--- src/rtl/fetch_stage_ctrl.sv ---
// Fetch stage controller: PC register, next-PC selection, IF/ID pipeline
// register driven by the hazard unit, and saturating debug event counters.
module fetch_stage_ctrl #(
  parameter logic [31:0] RESET_PC = 32'h0000_0000,
  parameter int          CNT_W    = 16
) (
  input  logic             clk,
  input  logic             reset,
  input  logic             PC_Write,
  input  logic             IF_ID_Write,
  input  logic             Flush,
  input  logic             Stall,
  input  logic             PCSource,
  input  logic [1:0]       Jump,
  input  logic [31:0]      BranchTarget,
  input  logic [31:0]      JumpTarget,
  input  logic [31:0]      JumpReg,
  input  logic [31:0]      InstrIn,
  output logic [31:0]      PC,
  output logic [31:0]      Instruction_ID,
  output logic [31:0]      PCPlus4_ID,
  output logic             Valid_ID,
  output logic [CNT_W-1:0] StallCount,
  output logic [CNT_W-1:0] FlushCount
);

  localparam logic [1:0]       JUMP_ABS = 2'd1;
  localparam logic [1:0]       JUMP_REG = 2'd2;
  localparam logic [CNT_W-1:0] CNT_MAX  = {CNT_W{1'b1}};
  localparam logic [CNT_W-1:0] CNT_ONE  = {{(CNT_W-1){1'b0}}, 1'b1};

  logic [31:0] pc_q;
  logic [31:0] pc_plus4;
  logic [31:0] next_pc;

  // Sequential address wraps naturally modulo 2^32.
  assign pc_plus4 = pc_q + 32'd4;
  assign PC       = pc_q;

  // Next-PC select: taken branch beats any jump; reserved jump code falls through to sequential.
  always_comb begin
    next_pc = pc_plus4;
    if (PCSource) begin
      next_pc = BranchTarget;
    end else begin
      case (Jump)
        JUMP_ABS: next_pc = JumpTarget;
        JUMP_REG: next_pc = JumpReg;
        default:  next_pc = pc_plus4;
      endcase
    end
  end

  // PC register: advances only when the hazard unit permits it.
  always_ff @(posedge clk) begin
    if (reset) begin
      pc_q <= RESET_PC;
    end else if (PC_Write) begin
      pc_q <= next_pc;
    end
  end

  // IF/ID register: flush inserts a bubble even when the write enable is low.
  always_ff @(posedge clk) begin
    if (reset) begin
      Instruction_ID <= 32'h0000_0000;
      PCPlus4_ID     <= 32'h0000_0000;
      Valid_ID       <= 1'b0;
    end else if (Flush) begin
      Instruction_ID <= 32'h0000_0000;
      PCPlus4_ID     <= 32'h0000_0000;
      Valid_ID       <= 1'b0;
    end else if (IF_ID_Write) begin
      Instruction_ID <= InstrIn;
      PCPlus4_ID     <= pc_plus4;
      Valid_ID       <= 1'b1;
    end
  end

  // Stall event counter, sticks at all-ones.
  always_ff @(posedge clk) begin
    if (reset) begin
      StallCount <= '0;
    end else if (Stall && (StallCount != CNT_MAX)) begin
      StallCount <= StallCount + CNT_ONE;
    end
  end

  // Flush event counter, sticks at all-ones.
  always_ff @(posedge clk) begin
    if (reset) begin
      FlushCount <= '0;
    end else if (Flush && (FlushCount != CNT_MAX)) begin
      FlushCount <= FlushCount + CNT_ONE;
    end
  end

endmodule

--- config.mk ---
export PLATFORM = sky130hd
export DESIGN_NAME = fetch_stage_ctrl
export DESIGN_NICKNAME = d
export VERILOG_FILES = /design/src/rtl/fetch_stage_ctrl.sv
export SDC_FILE = /design/constraint.sdc
export NUM_CORES = 1
export LEC_CHECK = 0
export CAP_MARGIN = 20
export CORE_MARGIN = 5
export CORE_UTILIZATION = 42
export DETAILED_ROUTE_END_ITERATION = 10
export GPL_TIMING_DRIVEN = 0
export PLACE_DENSITY = 0.78
export SETUP_SLACK_MARGIN = 0.4
export SLEW_MARGIN = 0
export SYNTH_ARGS = -nofsm -noshare
export SYNTH_HDL_FRONTEND = slang
export SYNTH_SLANG_ARGS = --single-unit
--- constraint.sdc ---
create_clock -name clk -period 6.2 [get_ports clk]
set_input_delay 1.24 -clock clk [delete_from_list [all_inputs] [get_ports clk]]
set_output_delay 1.24 -clock clk [all_outputs]
set_load 0.01 [all_outputs]
=== Word level (Yosys, flattened, before mapping) ===
Cells that the tools add are included.

* $add $sub $neg: 3
* Multipliers: 0
* Div/mod/pow operators: 0
* $lt $le $gt $ge: 0
* Equality and inequality tests: 4
* Shifts and indexed selects: 0
* Muxes and demuxes: 2
* Bitwise logic cells: 0
* Reductions and logical operators: 3

{| class="wikitable"
|+ Operator list
! kind !! number
|-
| $pmux 32 s2 || 1
|-
| $add 16x1->16 const B || 2
|-
| $add 32x3->32 const B || 1
|-
| $mux 32 || 1
|-
| $ne 16x16->1 const B || 2
|-
| $eq 2x1->1 const B || 1
|-
| $eq 2x2->1 const B || 1
|-
| $logic_and 1x1->1 || 2
|-
| $reduce_or 2->1 || 1
|}

* Register bits after elaboration: 129
* Latch bits: 0
* Memory bits (writable): 0
* Memory bits (read-only): 0
* Input port bits: 137
* Output and inout port bits: 129
* Logic and storage cells: 18
* Memories kept: 0

=== Longest topological paths before layout ===
* Word-level depth: 3
* Gate-level depth with buffers: 9
* Depth with buffers taken out: 7

=== Worst setup path after synthesis ===
Ideal clock, no wire load.

* Path kind: input -> register
* Start point: in Jump[0]
* End point: reg pc_q[24], in the netlist PC[24]
* Arrival time: 2.711 ns
* Required time: 6.066 ns
* Setup slack: 3.355 ns
* Cell stages on the path: 8
* Cell sequence: inv_1 -> ha_1 -> buf_2 -> buf_1 -> buf_1 -> nand4_1 -> a221oi_1 -> a211oi_1

* Longest elaborated chain between the ends: 3

{| class="wikitable"
|+ RTL lines
! element !! RTL line !! source
|-
| start, declared || 14 || <nowiki>input logic [1:0] Jump,</nowiki>
|-
| $eq 2x2->1 / $eq 2x1->1 (equally long branches) || 46 || <nowiki>case (Jump)</nowiki>
|-
| $pmux 32 s2 (*) || 46 ||
|-
| $mux 32 (*) || 43 || <nowiki>if (PCSource) begin</nowiki>
|-
| end signal, assigned || 59 || <nowiki>pc_q <= next_pc;</nowiki>
|-
| end, declared || 32 || <nowiki>logic [31:0] pc_q;</nowiki>
|}

Every way passes the cells marked *; elsewhere a longest branch is shown, timed or not.
A chain may end at the register's enable or synchronous reset.

=== Worst setup path in the final report ===
Ends and elaborated chain as after synthesis.

==> impl_metrics.tcl <==
set metrics [dict create \
    synth_top_family_by_area "simple AND/OR/NAND/NOR gates" \
    outcome "finished clean" \
    critPathMaxFanout 10 \
    cts_max_path_buffers 2 \
    rows 45 \
    place.gp.congestion 0.956 \
    drc 0 \
    crit_path_top_delay_cell "buf_1" \
    port_buffers 262 \
    hold_end "Valid_ID" \
    min_period_over_period 0.600 \
    dp_hpwl_mm 19.6 \
    layout_commonest_cell "clkdlybuf4s50_1" \
    relSlewSlack 0.455 \
    syn_nets 913 \
    globalRouteMet2Util 0.443 \
    synth_sequential_area_ratio 0.393 \
    grt_start_max_net_pins 17 \
    rr_startpoint "PC[2]" \
    insertion_delay_ps 420 \
    grt_pass1_wl_mm 38.8 \
    pin_count 266 \
    slew_violations 0 \
    ys_warn_count 0 \
    hold_viol 0 \
    fin_skew_ps 9.04 \
    die_area_sq_um 18200 \
    vias 7136 \
    min_path_cells 2 \
    cts_tree "yes" \
    yosys-top-cells-area "dfxtp_1 39%, mux2i_1 6.6%, nor2_1 6.4%" \
    initial_utilization 0.431 \
    netlist_instances 771 \
    cts_resized 0 \
    synth_cell_types 69 \
    grt.total_usage 0.273 \
    synth_area_leader_cell "dfxtp_1" \
    cts_setup_buffers 0 \
    synth-xor-area-share 0.0707 \
    nets 1194 \
    critPathLaunchType "primary input" \
    synth_seq_cells 129 \
    synthSimpleGateAreaFrac 0.210 \
    r2r_cells 7 \
    p_per_area_nw_per_um2 233 \
    clock-sinks 129 \
    cpMostUsedCell "buf_1" \
    criticalPathCategory "primary input to flop" \
    grt_setup_unrepaired "no" \
    drt-total-wl_mm 25.5 \
    final_cell_mix "262 x clkdlybuf4s50_1, 129 x dfxtp_1, 112 x nor2_1" \
    gr-total-overflow 0 \
    clk_transition_reported_paths_ps 60 \
    synthAdderAreaFrac 0.00952 \
    synth_ff_type "dfxtp_1" \
    async_flop_share 0 \
    synth.area.mux_share 0.0655 \
    fin_crit_ps 3720 \
    power.leakage_uw 0.00360 \
    r2r_end "PC[26]" \
    place_area_sq_um 9460 \
    cp-startpoint "Jump[0]" \
    final_cell_area_sq_um 10100 \
    use_met1 0.344 \
    reg2reg_slack_ps 3830 \
    tns_ps 0 \
    cpPeakStageDelay_ps 540 \
    syn_avg_cell_area_sq_um 8.52 \
    max_freq_ghz 0.269 \
    core_area_sq_um 15300 \
    syn_to_final_growth_pct 53.4 \
    postCtsHoldBufs 0 \
    worst_hold_slack_ps 484 \
    cts_buffers 17 \
    dr.pass1.iters 7 \
    die_h_um 135 \
    crit_chain "clkdlybuf4s50_1 > inv_1 > ha_1 > buf_2 > buf_1 > buf_1 > nand4_1 > a221oi_1 > a211oi_1" \
    cts_root_buf "clkbuf_16" \
    syn_area_sq_um 6570 \
    holdCritPathClass "flop to flop" \
    cp-end-kind "flop" \
    met3_usage 0.0812 \
    ir_worst_vdd_mv 0.203 \
    antenna_found_initial 0 \
    grt_pass1_vias 7014 \
    max-cap-violations 0 \
    drt_iter0_drc 513 \
    antenna_cells 0 \
    synth_compound_area_frac 0.203 \
    required_ps 6460 \
    routed_via_density 5.59 \
    arrival_ps 3990 \
    route.antenna.remaining_nets 0 \
    dieWidth_um 135 \
    setup_viol 0 \
    holdCritStartpoint "Valid_ID" \
    post_drt_wl_per_cell_um 20.0 \
    drive_above_1_share 0.0573 \
    tightestPinTransition_ps 817 \
    top_usage_layer "met2" \
    netlist.area_leader.share 0.393 \
    cts-htree-levels 4 \
    synth_edf_count 0 \
]
[registers in the layout (all words and copies together) (netlist names)]
register / flops
StallCount: 16
PC: 32
FlushCount: 16
Valid_ID: 1
Instruction_ID: 32
PCPlus4_ID: 32
[metal layers]
metal / part of all wire / wire (um)
met4: 0.027 / 682
met3: 0.10 / 2550
met2: 0.46 / 11800
met5: 0 / 0
met1: 0.41 / 10400
[Yosys cell counts, types with 4 or more instances]
master,number
dfxtp_1,129
ha_1,5
nor2_1,112
and3_1,12
a22oi_1,6
xnor2_1,33
nor4_1,7
xor2_1,20
nand2b_1,4
a311oi_1,6
nand3_1,20
a21o_1,4
nand2_1,39
clkbuf_1,49
o31ai_1,4
mux2i_1,43
or3_1,4
buf_2,5
nand4_1,21
o21ai_0,34
buf_1,5
and4_1,4
nor3_1,18
a21oi_1,41
a221oi_1,32
inv_1,16
a211oi_1,34
a211o_1,7
[where the power goes]
part	internal, uW	leakage, uW	switching, uW	total, uW
Sequential	864	0.00105	38.0	902
Clock	665	0.000295	379	1040
Combinational	208	0.00226	196	404
Total	1740	0.00360	612	2350
[worst max path at each step]
stage,endpoint,slack [ps],cells after the start
after floorplan,PC[24],3350,8
after global routing,PC[24],2310,9
after global placement,PC[24],2130,9
final,PC[24],2480,9
after detailed placement,PC[24],2120,9
after CTS,PC[24],2550,9
[cell type report]
cell class                      instances  area, sq um
Fill cell                            1324         5180
Multi-Input combinational cell        563         3670
Timing Repair Buffer                  262         2620
Sequential cell                       129         2580
Clock buffer                           20          467
Tap cell                              211          264
Buffer                                 62          254
Clock inverter                         12          156
Inverter                               17         63.8
[stage by stage]
stage	total power (uW)	instances	utilization	setup slack, ps
finish	2350	1276	0.661	2480
global route	2440	1276	0.661	2310
CTS	2360	1276	0.661	2550
detailed placement	1320	1244	0.620	2120
global placement	1310	1244	0.620	2130
floorplan	1090	771	-	3350
[kinds of logic (layout without fill, tap and decap cells)]
family	count (synthesis)	in the layout
AO/OA/AOI/OAI	191	191
multiplexers	43	43
buffers and inverters	79	373
AND/OR/NAND/NOR	271	271
flip-flops	129	129
adder cells (fa/ha/maj)	5	5
XOR/XNOR	53	53
[worst max-delay path, delay by kind of cell]
kind / cells / cell delay (ps)
AND/OR/NAND/NOR: 1 / 180
adder cells (fa/ha/maj): 1 / 290
AO/OA/AOI/OAI: 2 / 450
buffers and inverters: 5 / 1820
No activity file was read; power rests on OpenSTA's default activity.
